[config.mk]
export PLATFORM = sky130hd
export DESIGN_NAME = sync_fifo
export DESIGN_NICKNAME = d
export VERILOG_FILES = /design/src/rtl/sync_fifo_pkg.sv /design/src/rtl/sync_fifo_mem.sv /design/src/rtl/sync_fifo.sv
export SDC_FILE = /design/constraint.sdc
export NUM_CORES = 1
export LEC_CHECK = 0
export CORE_MARGIN = 3
export CORE_UTILIZATION = 45
export DETAILED_ROUTE_END_ITERATION = 10
export PLACE_DENSITY = 0.63
export SLEW_MARGIN = 20
export SYNTH_ARGS = -nofsm -noshare
export SYNTH_HDL_FRONTEND = slang
export SYNTH_SLANG_ARGS = --single-unit
[constraint.sdc]
create_clock -name clk -period 7.21 [get_ports clk]
set_input_delay 2.163 -clock clk [delete_from_list [all_inputs] [get_ports clk]]
set_output_delay 2.163 -clock clk [all_outputs]
set_load 0.01 [all_outputs]
[src/rtl/sync_fifo_pkg.sv]
// sync_fifo_pkg: shared constants and types for the sync_fifo block.
//   DefaultDataWidth   - default word width in bits
//   DefaultNumElements - default storage depth in words
//   fifo_flags_t       - bundle of the four occupancy status flags
package sync_fifo_pkg;

    localparam int unsigned DefaultDataWidth   = 32;
    localparam int unsigned DefaultNumElements = 16;

    typedef struct packed {
        logic pre_full;
        logic full;
        logic pre_empty;
        logic empty;
    } fifo_flags_t;

endpackage

[src/rtl/sync_fifo_mem.sv]
// sync_fifo_mem: simple dual-port register array, one synchronous write port and
// one asynchronous read port. Contents are not reset.
// Ports:
//   clk   - write clock
//   we    - write enable
//   waddr - write address
//   wdata - write data
//   raddr - read address
//   rdata - read data (combinational from raddr)
module sync_fifo_mem #(
    parameter int unsigned DATA_WIDTH = 32,
    parameter int unsigned DEPTH      = 16,
    parameter int unsigned ADDR_WIDTH = 4
) (
    input  logic                  clk,
    input  logic                  we,
    input  logic [ADDR_WIDTH-1:0] waddr,
    input  logic [DATA_WIDTH-1:0] wdata,
    input  logic [ADDR_WIDTH-1:0] raddr,
    output logic [DATA_WIDTH-1:0] rdata
);

    logic [DATA_WIDTH-1:0] mem [DEPTH];

    always_ff @(posedge clk) begin
        if (we) begin
            mem[waddr] <= wdata;
        end
    end

    assign rdata = mem[raddr];

endmodule

[src/rtl/sync_fifo.sv]
// sync_fifo: single-clock FIFO with registered read data and early-warning flags.
// Ports:
//   clk       - rising-edge clock
//   arst_n    - asynchronous active-low reset
//   wren      - write strobe, accepted when not full
//   wdata     - write data
//   pre_full  - occupancy == NUM_ELEMENTS-1
//   full      - occupancy == NUM_ELEMENTS
//   rden      - read strobe, accepted when not empty
//   rdata     - registered read data, holds until the next accepted read
//   pre_empty - occupancy == 1
//   empty     - occupancy == 0
module sync_fifo
    import sync_fifo_pkg::*;
#(
    parameter int unsigned DATA_WIDTH   = DefaultDataWidth,
    parameter int unsigned NUM_ELEMENTS = DefaultNumElements
) (
    input  logic                  clk,
    input  logic                  arst_n,
    input  logic                  wren,
    input  logic [DATA_WIDTH-1:0] wdata,
    output logic                  pre_full,
    output logic                  full,
    input  logic                  rden,
    output logic [DATA_WIDTH-1:0] rdata,
    output logic                  pre_empty,
    output logic                  empty
);

    localparam int unsigned PtrW = $clog2(NUM_ELEMENTS);
    localparam int unsigned CntW = $clog2(NUM_ELEMENTS + 1);

    localparam logic [PtrW-1:0] PtrLast  = PtrW'(NUM_ELEMENTS - 1);
    localparam logic [CntW-1:0] CntFull  = CntW'(NUM_ELEMENTS);
    localparam logic [CntW-1:0] CntAlmost = CntW'(NUM_ELEMENTS - 1);

    logic [PtrW-1:0]       wr_ptr_q, wr_ptr_d;
    logic [PtrW-1:0]       rd_ptr_q, rd_ptr_d;
    logic [CntW-1:0]       count_q, count_d;
    logic [DATA_WIDTH-1:0] rdata_q, rdata_d;
    logic [DATA_WIDTH-1:0] mem_rdata;
    logic                  wr_acc, rd_acc;
    fifo_flags_t           flags;

    // Flags come from registered count only, so they never depend on the strobes.
    always_comb begin
        flags           = '0;
        flags.full      = (count_q == CntFull);
        flags.pre_full  = (count_q == CntAlmost);
        flags.empty     = (count_q == '0);
        flags.pre_empty = (count_q == CntW'(1));
    end

    assign full      = flags.full;
    assign pre_full  = flags.pre_full;
    assign empty     = flags.empty;
    assign pre_empty = flags.pre_empty;
    assign rdata     = rdata_q;

    // Acceptance uses the pre-edge flags: a write to a full FIFO is dropped even
    // if a read frees a slot in the same cycle.
    assign wr_acc = wren && !flags.full;
    assign rd_acc = rden && !flags.empty;

    always_comb begin
        wr_ptr_d = wr_ptr_q;
        rd_ptr_d = rd_ptr_q;
        count_d  = count_q;
        rdata_d  = rdata_q;

        // Explicit wrap so non-power-of-two depths work.
        if (wr_acc) begin
            wr_ptr_d = (wr_ptr_q == PtrLast) ? '0 : wr_ptr_q + PtrW'(1);
        end
        if (rd_acc) begin
            rd_ptr_d = (rd_ptr_q == PtrLast) ? '0 : rd_ptr_q + PtrW'(1);
            rdata_d  = mem_rdata;
        end

        unique case ({wr_acc, rd_acc})
            2'b10:   count_d = count_q + CntW'(1);
            2'b01:   count_d = count_q - CntW'(1);
            default: count_d = count_q;
        endcase
    end

    always_ff @(posedge clk or negedge arst_n) begin
        if (!arst_n) begin
            wr_ptr_q <= '0;
            rd_ptr_q <= '0;
            count_q  <= '0;
            rdata_q  <= '0;
        end else begin
            wr_ptr_q <= wr_ptr_d;
            rd_ptr_q <= rd_ptr_d;
            count_q  <= count_d;
            rdata_q  <= rdata_d;
        end
    end

    // Same-address read/write cannot both be accepted: equal pointers mean the
    // FIFO is empty (read blocked) or full (write blocked).
    sync_fifo_mem #(
        .DATA_WIDTH (DATA_WIDTH),
        .DEPTH      (NUM_ELEMENTS),
        .ADDR_WIDTH (PtrW)
    ) u_mem (
        .clk   (clk),
        .we    (wr_acc),
        .waddr (wr_ptr_q),
        .wdata (wdata),
        .raddr (rd_ptr_q),
        .rdata (mem_rdata)
    );

endmodule

# [Word-level counts from Yosys, hierarchy flattened]
# Memory sizes are Yosys's and may differ from the RTL's. A register that Yosys moved wholly into a read port is not among the register bits.
# Index checks and enable logic that the tools add are counted.
[word_totals] ram_bits=512 regBits=13 latch_bits=0 memories=1 output_inout_bits=36 input_bits=36 elab_cells=27 mem_bits_ro=0
[classes] n_reduce_logical=7 div_mod_pow=0 eq_ne=7 mux=5 n_shift=0 magnitude_cmp=0 add_sub_neg=4 n_mul=0 n_bitwise=0
[memory_table] memory="u_mem.mem" depth=16 word_bits=32 read_ports=1 rd_ports_with_merged_regs=1 write_ports=1 line_no="sync_fifo_mem.sv:23" text="logic [DATA_WIDTH-1:0] mem [DEPTH];"
[op_table] operator="5-bit one-hot mux with 2 select lines" count=1
[op_table] operator="4-bit by 1-bit adder with 4-bit output (second input constant)" count=2
[op_table] operator="4-bit equality test (second input constant)" count=2
[op_table] operator="4-bit 2-to-1 mux" count=2
[op_table] operator="5-bit by 1-bit adder with 5-bit output (second input constant)" count=1
[op_table] operator="5-bit by 1-bit equality test with 1-bit output (second input constant)" count=1
[op_table] operator="5-bit by 4-bit equality test with 1-bit output (second input constant)" count=1
[op_table] operator="5-bit equality test (second input constant)" count=1
[op_table] operator="5-bit logical NOT" count=1
[op_table] operator="5-bit by 1-bit subtractor with 5-bit output (second input constant)" count=1
[op_table] operator="1-bit logical NOT" count=3
[op_table] operator="2-bit by 1-bit equality test with 1-bit output (second input constant)" count=1
[op_table] operator="2-bit equality test (second input constant)" count=1
[op_table] operator="1-bit logical AND" count=2
[op_table] operator="1-bit 2-to-1 mux" count=2
[op_table] operator="2-bit nonzero test" count=1

# [Depth between registers and ports, before layout]
# Gate-level depths: netlist (run 1).
[logic_depth] word_depth=5 depth_mapped=10 mapped_depth_nobuf=9

# [Cells and area by module]
# Synthesis (run 1) repeated with hierarchy kept, for this count alone.
[hier_totals] hier_cells=946 hier_area_um2=21334.2
[by_module_without_submodules] mod="sync_fifo_mem" seq_area_each_um2=15374.7 n_inst=1 cells_per_inst=806 area_each_um2=19213.4
[by_module_without_submodules] mod="sync_fifo" seq_area_each_um2=1126.1 n_inst=1 cells_per_inst=140 area_each_um2=2120.8

# [Least setup slack after synthesis (run 1)]
# No wires, ideal clock.
[synth_path] path_kind="input to register" start="input port wren" end="memory u_mem.mem[3][0], enable pin" arrival_ns=5.579 n_path_buf=0 required_ns=6.708 path_slack_ns=1.130 path_stages=3 setup_ns=0.502 cell_sequence="o31a_1 -> inv_2 -> nor4_1"
[synth_via] elab_chain_cells=3
[synth_lines] item="start, declared" line_no="sync_fifo.sv:21" text="input logic wren,"
[synth_lines] item="1-bit logical AND" line_no="sync_fifo.sv:63" text="assign wr_acc = wren && !flags.full;"
[synth_lines] item="1-bit 2-to-1 mux" line_no="sync_fifo_mem.sv:26" text="if (we) begin"
[synth_lines] item="1-bit 2-to-1 mux (implied by the code)" line_no="sync_fifo_mem.sv:27" text="mem[waddr] <= wdata;"
[synth_lines] item="end, declared" line_no="sync_fifo_mem.sv:23"
# No other way between the ends.

# [Worst setup path after layout (run 1)]
[layout_path] start="register count_q[2]" end="output port pre_empty"
[layout_via] elab_chain_cells=1
[layout_lines] item="start, declared" line_no="sync_fifo.sv:40" text="logic [CntW-1:0] count_q, count_d;"
[layout_lines] item="start signal, assigned" line_no="sync_fifo.sv:97" text="count_q <= count_d;"
[layout_lines] item="5-bit by 1-bit equality test with 1-bit output" line_no="sync_fifo.sv:52" text="flags.pre_empty = (count_q == CntW'(1));"
[layout_lines] item="end, declared" line_no="sync_fifo.sv:27" text="output logic pre_empty,"
# No other way between the ends.

==> flow_summary_export.csv, run 1 <==
group,metric,value,unit
clock_tree,cts_tree,"done",
grt,track_usage,17.3,%
synthesis,synth_edf_count,512,
timing,tns,0,ps
power,power,0.00961,W
timing,fmax,221,MHz
synthesis,netlist_area,0.0215,mm2
clock_tree,postCtsSetupRepairBufs,0,
timing,max_slew_margin,28.6,%
synthesis,ys.flop_type,"edfxtp_1",
power,power_density,388,mW/mm2
clock_tree,cts_root_buffer,"clkbuf_16",
synthesis,async_flop_share,8.08,%
place,dp_hpwl,22.9,mm
cells_and_area,fill_cells,3709,
job,drv_cap,0,
place,gp_congestion,0.726,
floorplanning,die_h,224,um
grt,grt.overflow.total,0,
cells_and_area,seqCellArea,0.0165,mm2
synthesis,yosysTopAreaCellShare,71.6,%
cells_and_area,drive_gt1_share,18.7,%
critical_path,crit_type,"reg2out",
cells_and_area,multiInputGateArea,0.00472,mm2
synthesis,yosysSeqAreaShare,76.8,%
critical_path,worstPathArrival,2360,ps
grt,grt_max_degree,83,
outcome,status,"finished clean",
routing,route.detailed.drc,0,
synthesis,ys_top_cells_by_count,"edfxtp_1, mux2i_1, o22ai_1, mux4_2, dfrtp_1",
routing,wire_per_inst,23.4,um
critical_path,worstPathCellList,"nor3_1 > and2_1 > clkdlybuf4s50_1",
place,port_buffers,71,
floorplanning,start_util,45.8,%
clock_tree,htreeDepth,2,
cells_and_area,design_area,0.0248,mm2
critical_path,cp_max_fo,8,
grt,antenna_found_initial,0,
floorplanning,ios,72,
routing,drt_iter0_markers,819,
routing,wl,42.9,mm
timing,grt_setup_unrepaired,"false",
critical_path,crit_path_top_delay_cell,"nor3_1",
synthesis,synth-seq-cells,557,
timing,fin_worst_skew,13.3,ps
grt,grt_pass1_wl,65.7,mm
critical_path,cp-start-kind,"flip-flop",
clock_tree,holdBufCountCts,0,
floorplanning,fp.dieW,224,um
synthesis,synth.distinct_cells,39,
floorplanning,rows,79,
synthesis,yosysWarnings,0,
routing,drtAntennaViolNets,0,
critical_path,cpPeakStageDelay,560,ps
timing,finalHoldViolations,0,
critical_path,worst_setup_path_end_kind,"primary output",
synthesis,syn_nets,1142,
timing,slew_viol_final,0,
synthesis,syn_area_per_cell,19.6,um2
routing,viasPerCell,5.58,
cells_and_area,syn_to_final_growth,15.3,%
power,cellLeakagePower,8.26,nW
clock_tree,path_clk_slew,60,ps
routing,vias,10200,
clock_tree,clkLatencyLatePin,590,ps
cells_and_area,final_nets,1228,
timing,setup-violations-final,0,
timing,final.min_clock_period,4520,ps
clock_tree,cts_resized,0,
cells_and_area,layout.core_utilization,52.9,%
clock_tree,cts_buffer_depth,3,
routing,first_pass_iters,4,
critical_path,cp.required,5050,ps
place,placed_cell_area,0.0229,mm2
synthesis,synth_most_common_cell,"edfxtp_1",
synthesis,synthCells,1095,
power,vdd_drop_max,0.234,mV
synthesis,synth_top_area_cell,"edfxtp_1",
grt,grt_pass1_vias,10700,
floorplanning,core_area,0.0469,mm2
floorplanning,die_area,0.0504,mm2
clock_tree,cts_buffers,55,
cells_and_area,diodes,0,
timing,period_share,62.7,%
min_path,hp-class,"reg2reg",
timing,tightestPinTransition,1070,ps
clock_tree,numClockSinks,557,
synthesis,synth_area_leaders,"edfxtp_1, mux4_2, mux2i_1",
## worst max-delay path: cells and delay by family, from the launching register on
family | cells | cell delay [ps]
buffers and inverters | 1 | 530
flip-flops | 1 | 470
AND/OR/NAND/NOR | 2 | 770
## stage by stage
step	worst slack, ps	hold slack [ps]	cells
2_1_floorplan	1130	516	1095
3_3_place_gp	2420	511	1727
3_5_place_dp	2240	521	1727
4_1_cts	2660	533	1830
5_1_grt	2600	560	1834
6_report	2690	526	1834
## cells by family after synthesis
logic type / count (synthesis) / share of synthesized area [%]
flip-flops: 557 / 76.8
AND/OR/NAND/NOR: 79 / 1.74
multiplexers: 227 / 14.6
AO/OA/AOI/OAI: 141 / 4.36
buffers and inverters: 74 / 1.56
adder cells (fa/ha/maj): 11 / 0.641
XOR/XNOR: 6 / 0.245
## report_power, final
group,internal [W],total [W],switching [W]
Sequential,0.00393,0.00421,0.000280
Clock,0.00171,0.00288,0.00116
Combinational,0.00123,0.00252,0.00129
Total,0.00687,0.00961,0.00273
## path summary, 6_finish.rpt
check / start / end / slack (ps) / cells after the start
worst max-delay path: count_q[2] / pre_empty / 2690 / 3
worst min-delay path: rdata[13] / rdata[13] / 530 / 2
worst max register to register: rd_ptr_q[2] / rdata[25] / 3620 / 6
worst min register to register: rdata[13] / rdata[13] / 530 / 2
max in group asynchronous: arst_n / rd_ptr_q[2] / 4930 / 2
min in group asynchronous: arst_n / rdata[15] / 1720 / 2
## registers in the layout, indices dropped and copies added (netlist names)
signal	count
wr_ptr_q	4
u_mem.mem	512
count_q	5
rdata	32
rd_ptr_q	4
## layer usage
metal	wire length [um]	vias up	part of all wire [%]	track usage [%]
met3	1790	56	4.2	3.12
met5	0	-	0	0
met4	701	0	1.6	4.04
met1	19100	5358	45	24.2
li1	-	4620	-	-
met2	21300	196	50	28.6
## cell type report
| class | instances | share of cell area (%) |
|---|---|---|
| multi-input combinational | 464 | 19.1 |
| timing repair buffer | 92 | 3.71 |
| tap | 607 | 3.07 |
| sequential | 557 | 66.7 |
| clock buffer | 76 | 6.09 |
| inverter | 11 | 0.167 |
| clock inverter | 27 | 1.26 |
## cell usage in the layout (no fill, tap or decap), types with 4 or more instances in the layout
cell type and count:
buf_4 16, nor2_4 4, clkinv_1 8, inv_1 9, xnor2_1 4, edfxtp_1 512
dfrtp_1 42, mux2_4 6, nand2_1 7, nand3_1 6, mux2_2 27, nor2_1 37
mux2i_1 129, clkinv_2 10, ha_1 11, nor4_2 4, clkdlybuf4s50_1 70, o22ai_1 65
a211oi_2 10, and2_2 8, o21ai_0 4, bufinv_16 7, a21oi_1 34, a211oi_1 22
clkbuf_16 57, mux4_2 64, clkbuf_1 18
No activity file was read; power rests on OpenSTA's default activity.
==> inputs of run 2 (changes only) <==
==> constraint.sdc (replaced) <==
create_clock -name clk -period 4.2 [get_ports clk]
set_input_delay 1.26 -clock clk [delete_from_list [all_inputs] [get_ports clk]]
set_output_delay 1.26 -clock clk [all_outputs]
set_load 0.01 [all_outputs]
==> run 2 against run 1 <==
Net effect: hold slack improved by 1.7 ps; sequential share of layout area down 0.49 points; die area unchanged; count of clock-buffer cells in the layout fell by 7; non-clock buffer count is 26 higher; routed wire length is 4.7% higher; core utilization rose by 0.39 points; register-to-register slack worse by 2200 ps; highest routed layer unchanged; total power up 71%; largest cell class unchanged; clock power rose by 65%; flip-flop and latch count is the same.
==> flow_summary_export.csv, run 2 (synthesis results as in run 1) <==
group,metric,value,unit
floorplanning,core_area,0.0469,mm2
outcome,status,"finished clean",
clock_tree,cts_resized,0,
timing,slew_viol_final,0,
clock_tree,cts_tree,"done",
clock_tree,numClockSinks,557,
timing,setup-violations-final,0,
timing,fin_worst_skew,30.3,ps
grt,grt_pass1_vias,10900,
timing,setup_ws,585,ps
clock_tree,postCtsSetupRepairBufs,0,
grt,antenna_found_initial,0,
clock_tree,htreeDepth,2,
routing,wire_per_inst,24.2,um
timing,finalHoldViolations,0,
power,vdd_drop_max,0.543,mV
clock_tree,clkLatencyLatePin,600,ps
power,power.switching,0.00479,W
floorplanning,rows,79,
timing,fmax,277,MHz
cells_and_area,syn_to_final_growth,16.2,%
power,seqPwrFrac,43.8,%
power,power_density,660,mW/mm2
critical_path,cp_max_fo,8,
clock_tree,path_clk_slew,60,ps
timing,max_slew_margin,34.9,%
cells_and_area,most-common-layout-cells,"edfxtp_1, mux2i_1, clkdlybuf4s50_1, o22ai_1, mux4_2",
cells_and_area,largest_reg_flops,512,
floorplanning,die_area,0.0504,mm2
place,place_inst,1757,
job,drv_cap,0,
timing,grt_setup_unrepaired,"false",
power,switching_share,29.1,%
floorplanning,ios,72,
min_path,min_to,"rdata[29]",
routing,viasPerCell,5.63,
cells_and_area,fill_cells,3679,
grt,grt_max_degree,54,
cells_and_area,final-instance-count-excl-fill,1860,
routing,vias,10500,
floorplanning,fp.dieW,224,um
critical_path,regToRegStartpoint,"rd_ptr_q[2]",
grt,grt_pass1_wl,68.5,mm
critical_path,cp.required,2940,ps
cells_and_area,mostFrequentLayoutCell,"edfxtp_1",
power,power,0.0165,W
grt,grt.overflow.total,0,
routing,first_pass_iters,5,
cells_and_area,top_register,"u_mem.mem",
routing,drtAntennaViolNets,0,
place,port_buffers,71,
place,gp_congestion,0.755,
power,pwr-share-comb,27.3,%
power,cellLeakagePower,8.39,nW
critical_path,cp-start-kind,"flip-flop",
floorplanning,start_util,45.8,%
critical_path,reg2reg_slack,1380,ps
cells_and_area,final_nets,1254,
clock_tree,holdBufCountCts,0,
power,pwr-share-clk,28.9,%
place,pre_cts_ws,593,ps
place,dp_hpwl,26.0,mm
critical_path,crit_type,"reg2out",
min_path,min_from,"rdata[29]",
timing,tightestPinTransition,977,ps
critical_path,r2r-end,"rdata[17]",
timing,final.min_clock_period,3610,ps
floorplanning,die_h,224,um
critical_path,reg2reg_depth,5,
critical_path,worstPathArrival,2350,ps
grt,track_usage,18.2,%
timing,period_share,86.1,%
power,internal_power,0.0117,W
clock_tree,cts_buffers,55,
cells_and_area,drive_gt1_share,20.9,%
clock_tree,cts_root_buffer,"clkbuf_16",
critical_path,worst_setup_path_end_kind,"primary output",
min_path,min_path_cells,2,
min_path,hp-class,"reg2reg",
timing,hold_slack,528,ps
routing,wl,45.0,mm
clock_tree,cts_buffer_depth,3,
routing,route.detailed.drc,0,
cells_and_area,diodes,0,
routing,drt_iter0_markers,860,
## run 2: changes by cell type in the layout (fill, tap and decap cells not counted), sizes merged
| cell | before | now |
|---|---|---|
| clkinv | 19 | 27 |
| clkbuf | 76 | 69 |
| bufinv | 7 | 4 |
| clkinvlp | 1 | 2 |
| inv | 11 | 12 |
| buf | 22 | 48 |
## run 2: per-layer routing
metal | routed length (um) | track usage [%]
met1 | 19800 | 25.6
met2 | 21900 | 29.4
met3 | 1990 | 2.61
met4 | 1240 | 6.34
met5 | 0 | 0
## run 2: final cells by class
class                           instances  area, um2  area share, %
Timing Repair Buffer                  118       1160           4.64
Clock inverter                         34        293           1.17
Clock buffer                           69       1470           5.89
Multi-Input combinational cell        464       4720           18.9
Inverter                               11       41.3          0.165
Sequential cell                       557      16500           66.2
Tap cell                              607        759           3.04
## run 2: how the worst max path moves through the flow
stage	cells after the start	to	slack, ps	from
after floorplan	3	u_mem.mem[3][0]	-980	wren
final	3	pre_empty	590	count_q[2]
after detailed placement	6	u_mem.mem[5][25]	590	wren
after global placement	6	u_mem.mem[5][3]	620	wren
after CTS	3	pre_empty	550	count_q[2]
after global routing	3	pre_empty	510	count_q[2]
## run 2: through the flow
stage               utilization, %  setup TNS (ps)  area [um2]
floorplan                        -         -125080       21500
global placement              49.5               0       23200
detailed placement            49.5               0       23200
CTS                           53.3               0       25000
global route                  53.3               0       25000
finish                        53.3               0       25000
## run 2: worst max-delay path, stage by stage, from the launching register on
cell,delay (ps)
dfrtp_1,460
nor3_1,530
and2_1,220
clkdlybuf4s50_1,550
## run 2: power by group through the flow
stage               clock (W)  combinational, W  sequential, W
floorplan                   0           0.00316        0.00712
global placement            0           0.00452        0.00732
detailed placement          0           0.00454        0.00734
CTS                   0.00488           0.00456        0.00723
global route          0.00509           0.00483        0.00730
finish                0.00476           0.00449        0.00722
==> inputs of run 3 (changes only) <==
--- a/config.mk
+++ b/config.mk
@@ -8,6 +8,7 @@
 export CORE_MARGIN = 3
 export CORE_UTILIZATION = 45
 export DETAILED_ROUTE_END_ITERATION = 10
+export HOLD_SLACK_MARGIN = 0.06
 export PLACE_DENSITY = 0.63
 export SLEW_MARGIN = 20
 export SYNTH_ARGS = -nofsm -noshare
==> results of run 3 <==
No change in the layout: final DEF, timing and power equal those of run 2.
==> patch 1, RTL diff (settings of run 2) <==
Set the package constant `DefaultNumElements` to 8 (it was 16).
--- a/src/rtl/sync_fifo_pkg.sv
+++ b/src/rtl/sync_fifo_pkg.sv
@@ -5,7 +5,7 @@
 package sync_fifo_pkg;
 
     localparam int unsigned DefaultDataWidth   = 32;
-    localparam int unsigned DefaultNumElements = 16;
+    localparam int unsigned DefaultNumElements = 8;
 
     typedef struct packed {
         logic pre_full;
Behaviour: no difference found for any inputs over 4 cycles, from zero or initial values and one cycle with arst_n low; that may be too few to reach the edited logic, so the function may still have changed.
==> patch 1 against run 2 <==
- cell count fell by 42%
- sequential cell count fell by 259
- via count fell by 42%
- critical path depth rose by 1
- design area fell by 45%
- sequential power fell by 42%
- clock skew fell by 16 ps
- worst setup slack improved by 300 ps
- fmax rose by 8.9%
- hold slack got worse by 10 ps
- routed wire length fell by 47%
- area after synthesis fell by 45%
- power fell by 42%
==> patch 1: results (changes against run 2) <==
Top cells by area, synth: edfxtp_1 66%, dfrtp_1 9.0%, mux2_2 6.6% (was edfxtp_1 72%, mux4_2 6.7%, mux2i_1 6.0%). The count of different cell masters after synthesis came out at 34 (was 39). The clock latency on the worst-skew pair was 540 ps (was 600 ps). The run gives 776 (was 1254) as the final layout net count. The tools report the first-pass GRT wire length as 37.1 mm (was 68.5 mm).

For the design internal power, the log shows 6.71 mW (was 11.7 mW). The number of global-route vias before repair came out at 6435 (was 10900). The post-DP HPWL is 13.5 mm (was 26.0 mm).

The logs give 0.746 (was 0.768) for the sequential area share after synthesis and 1 (was 2) for the number of levels in the clock H-tree. The largest buffer count on any clock path is 3 (unchanged). Startpoint of the most critical hold path: rdata[24] (was rdata[29]). The top fanout value on the critical path was 5 (was 8); the flip-flop count of the largest register, all copies and words added was 256 (was 512). The terminus of the critical flop-to-flop path is rd_ptr_q[2] (was rdata[17]). Top cell family by delay on the critical path: buffers and inverters (was simple AND/OR/NAND/NOR gates). Transition at the pin with the smallest max-transition slack: 996 ps (was 977 ps). The class of the most critical hold timing path was register to register (unchanged). The tools report the sum of routed wire length over all layers as 23.9 mm (was 45.0 mm). Worst clock skew on the final layout: 14.5 ps (was 30.3 ps). The reg2reg setup slack came out at 1550 ps (was 1380 ps). Leakage power: 4.80 nW (was 8.39 nW). The number of design-rule violations left by the first detailed-router iteration is 438 (was 860), and the via density per instance is 5.58 (was 5.63). The proportion of synthesized flip-flops having asynchronous set or reset was 0.141 (was 0.0808); the number of fill cells was 2005 (was 3679). Depth of the worst register-to-register path: 7 (was 5).

The flow ran to the end, and the final reports show no timing, DRC or antenna violations. Startpoint of the worst register-to-register path: count_q[1] (was rd_ptr_q[2]). The horizontal die dimension is 167 um (was 224 um), and the fraction of final layout cells with drive strength greater than 1 is 0.206 (was 0.209).

The overall track demand over capacity in global routing came out at 0.168 (was 0.182). Most instantiated cells after synthesis: 256 x edfxtp_1, 69 x mux2_2, 65 x mux2i_1, 42 x dfrtp_1, 34 x o21ai_0 (was 512 x edfxtp_1, 129 x mux2i_1, 65 x o22ai_1, 64 x mux4_2, 45 x dfrtp_1). The number of flops mapped to enable cells by yosys is 256 (was 512), and the last weighted congestion value of the routability-driven placer is 0.742 (was 0.755).

The tools report the cell area after placement as 12800 um^2 (was 23200 um^2). Capture endpoint of the worst hold path: rdata[24] (was rdata[29]). The run gives 0.458 mV (was 0.543 mV) as the maximum vdd drop.

Worst endpoint data arrival time: 2060 ps (was 2350 ps). The maximum number of pins on one net before global-route repair was 63 (was 54).
patch 1: cell types whose count changed in the layout (fill, tap and decap cells not counted), sizes merged, moves of 31 or more:
cell    before  now
o31ai        0   32
mux2        34   69
a211oi      32    0
mux2i      129   65
edfxtp     512  256
a22o         0   32
a21oi       34    1
mux4        64    0
o22ai       65   32
o21ai        4   35
nor2        41    7
patch 1: power by group through the flow:
stage,registers (mW),clock network (mW),logic (mW)
floorplan,4.15,0,1.92
global placement,4.25,0,2.72
detailed placement,4.29,0,2.78
CTS,4.23,2.65,2.79
global route,4.30,2.79,2.98
finish,4.22,2.61,2.75
patch 1: worst max-delay path by stage:
stage	start	end	slack [ps]	cells after the start
4_1_cts	count_q[0]	empty	850	4
2_1_floorplan	wren	u_mem.mem[2][0]	40	2
3_5_place_dp	wren	u_mem.mem[5][9]	930	4
3_3_place_gp	wren	count_q[3]	980	6
5_1_grt	count_q[0]	empty	780	4
6_report	count_q[1]	empty	880	4
patch 1: per-stage QoR:
step           hold slack, ps  std cells  total power, mW   util  setup slack, ps
3_3_place_gp              503       1030             6.97  0.505              976
5_1_grt                   536       1086             10.1  0.543              785
2_1_floorplan             508        649             6.07      -             37.0
4_1_cts                   522       1086             9.68  0.543              852
6_report                  517       1086             9.59  0.543              880
3_5_place_dp              512       1030             7.07  0.505              931
patch 1: cells by family after synthesis:
group	share of synthesized area
buf+inv	0.0238
mux	0.122
fa+ha+maj	0.00855
xor+xnor	0.00299
compound gates	0.0816
simple gates	0.0146
flops	0.746
patch 1: layout make-up:
| class | count | area [um^2] | share of cell area |
|---|---|---|---|
| repair buffers | 89 | 878 | 0.0637 |
| multi-input cells | 308 | 2760 | 0.200 |
| clock buffers | 41 | 833 | 0.0604 |
| inverters | 5 | 18.8 | 0.00136 |
| well taps | 330 | 413 | 0.0299 |
| flip-flops and latches | 298 | 8740 | 0.634 |
| clock inverters | 15 | 146 | 0.0106 |
patch 1: routing by layer:
layer  up-vias  global-route usage  share of wire
met5         -                   0              0
met4         0              0.0406          0.019
met3        35              0.0264          0.049
met2       151               0.287           0.50
met1      3109               0.227           0.44
li1       2760                   -              -
patch 1: worst register-to-register path: stages, from the launching register on:
cell and delay, ps:
dfrtp_1 430, inv_1 100, ha_1 210, nor3b_4 210, buf_4 430, nand2b_2 220
buf_4 490, mux2_2 430
==> patch 2, RTL diff (flow settings as in run 2) <==
Made on the original files. Make the reset (`arst_n`) synchronous in one clocked block. Comments in the files are not updated.
--- a/src/rtl/sync_fifo.sv
+++ b/src/rtl/sync_fifo.sv
@@ -85,7 +85,7 @@
         endcase
     end
 
-    always_ff @(posedge clk or negedge arst_n) begin
+    always_ff @(posedge clk) begin
         if (!arst_n) begin
             wr_ptr_q <= '0;
             rd_ptr_q <= '0;
Check against the original RTL: differs if arst_n is asserted again (counterexample within 4 cycles, from zero or initial values and one cycle with arst_n low); with arst_n held inactive, the same outputs for 4 cycles.
==> patch 2 against run 2 <==
- worst setup slack worse by 79 ps
- fmax is 2.1% lower
- routed wire length is 3.5% higher
- count of clock-buffer cells in the layout is 6 higher
- design area stayed put
- area after synthesis is 0.16% lower
- die area is 0.16% lower
- cell count is 0.16% lower
- non-clock buffer count is 14 lower
- hold slack better by 18 ps
- sequential cell count stayed put
- global-route usage is 0.57 points higher
- utilization stayed put
- largest cell class unchanged
- highest routed layer is now met5
Power is not compared: it rests on default switching activity, and its combinational part moved more than twofold at a synthesized area within 25%.
==> patch 2: results (changes against run 2) <==
The multi-input combinational cell area came out at 4910 um^2 (was 4720 um^2). The tools report the maximum number of pins on one net before global-route repair as 69 (was 54). For the sequential area share after synthesis, the log shows 0.759 (was 0.768). The count of yosys warnings during synthesis was 0 (unchanged).

For the count of TritonRoute iterations in the first routing pass, the log shows 4 (was 5). The sum of routed wire length over all layers was 46.5 mm (was 45.0 mm). Count of placed standard cells including taps: 1752 (was 1757). The TritonCTS buffer count was 56 (was 55); the first-pass GRT wire length was 70.0 mm (was 68.5 mm). The final layout net count is 1250 (was 1254), and the worst endpoint data arrival time is 2430 ps (was 2350 ps). The run finished with clean final reports. The maximum cell stage delay along the critical path came out at 550 ps (about the same). The worst clock skew on the final layout is 28.1 ps (was 30.3 ps). Top cells by area, synth: edfxtp_1 72%, mux2i_1 6.1%, mux4_2 4.8% (was edfxtp_1 72%, mux4_2 6.7%, mux2i_1 6.0%). The top fanout value on the critical path was 6 (was 8). The proportion of synthesized flip-flops having asynchronous set or reset works out to 0 (was 0.0808).

The fraction of final layout cells with drive strength greater than 1 was 0.182 (was 0.209). The initial antenna violation count is 1 (was 0), and the count of vias placed by the detailed router is 10500 (about the same). For the maximum vdd drop, the log shows 0.332 mV. The count of different cell masters after synthesis is 40 (was 39). The overall track demand over capacity in global routing is 0.187 (was 0.182), and the post-CTS clock slew at the launch and capture registers of the worst setup and hold paths is 60 ps (about the same). The number of design-rule violations left by the first detailed-router iteration is 864 (was 860). Most instantiated cells after synthesis: 512 x edfxtp_1, 131 x mux2i_1, 65 x o22ai_1, 46 x mux4_2, 45 x dfxtp_1 (was 512 x edfxtp_1, 129 x mux2i_1, 65 x o22ai_1, 64 x mux4_2, 45 x dfrtp_1). Net count after synthesis: 1156 (was 1142).

The number of flops mapped to enable cells by yosys is 512 (unchanged), and the post-layout instance count excluding filler cells is 1857 (was 1860). The number of fill cells was 3700 (was 3679); the number of cells produced by synthesis was 1109 (was 1095). The worst relative slew slack was 0.391 (was 0.349).

The library cell used as clock root buffer was clkbuf_16 (unchanged). For the post-DP HPWL, the log shows 27.1 mm (was 26.0 mm). The tools report the last weighted congestion value of the routability-driven placer as 0.751 (was 0.755). Cell area after placement: 23000 um^2 (was 23200 um^2).
==> patch 2: cell count changes after synthesis, sizes merged, moves of 3 or more <==
cell	run 2	this run
nor2	41	14
clkbuf	35	42
dfxtp	0	45
nor4	4	0
nor3	2	5
o21ai	4	34
dfrtp	45	0
==> patch 2: critical path: cells and delay by family, from the launching register on <==
kind	cells	cell delay (ps)
fa+ha+maj	1	160
buf+inv	3	790
flops	1	370
simple gates	1	510
==> patch 2: logic make-up (layout without fill, tap and decap cells) <==
group / Yosys count / in the layout / share of synthesized area
multiplexers: 227 / 227 / 0.148
adder cells (fa/ha/maj): 11 / 11 / 0.00642
XOR/XNOR: 5 / 5 / 0.00204
flip-flops: 557 / 557 / 0.759
buffers and inverters: 77 / 218 / 0.0180
AND/OR/NAND/NOR: 57 / 57 / 0.0146
AO/OA/AOI/OAI: 175 / 175 / 0.0512
==> patch 2: routing by layer <==
metal / share of wire / wire [um] / track usage
met1: 0.44 / 20400 / 0.261
met2: 0.49 / 22800 / 0.307
met5: 0.00028 / 13 / 0
met3: 0.044 / 2060 / 0.0288
met4: 0.025 / 1160 / 0.0613
==> patch 2: stage by stage <==
| step | worst slack (ps) | hold WS [ps] |
|---|---|---|
| 6_report | 506 | 546 |
| 5_1_grt | 365 | 587 |
| 4_1_cts | 432 | 555 |
| 3_5_place_dp | 682 | 535 |
| 3_3_place_gp | 638 | 527 |
| 2_1_floorplan | 102 | 500 |
==> patch 2: where the power goes <==
part | switching (mW) | internal, mW | total [mW]
logic | 1.03 | 1.00 | 2.04
clock network | 2.07 | 3.03 | 5.10
registers | 0.198 | 6.30 | 6.50
total | 3.31 | 10.3 | 13.6
==> patch 2: path summary, 6_finish.rpt <==
| path | startpoint | end | slack, ps | depth (start not counted) |
|---|---|---|---|---|
| setup / recovery | count_q[0] | empty | 510 | 5 |
| hold / removal | rdata[7] | rdata[7] | 550 | 2 |
| setup reg to reg | rd_ptr_q[1] | rdata[14] | 1350 | 6 |
| hold reg to reg | rdata[7] | rdata[7] | 550 | 2 |
==> patch 2: area by class of cell <==
| cell class | instances | share of cell area |
|---|---|---|
| timing repair buffer | 104 | 0.0417 |
| inverter | 9 | 0.00135 |
| sequential | 557 | 0.653 |
| tap | 607 | 0.0304 |
| clock inverter | 30 | 0.0150 |
| multi-input combinational | 475 | 0.197 |
| clock buffer | 75 | 0.0619 |
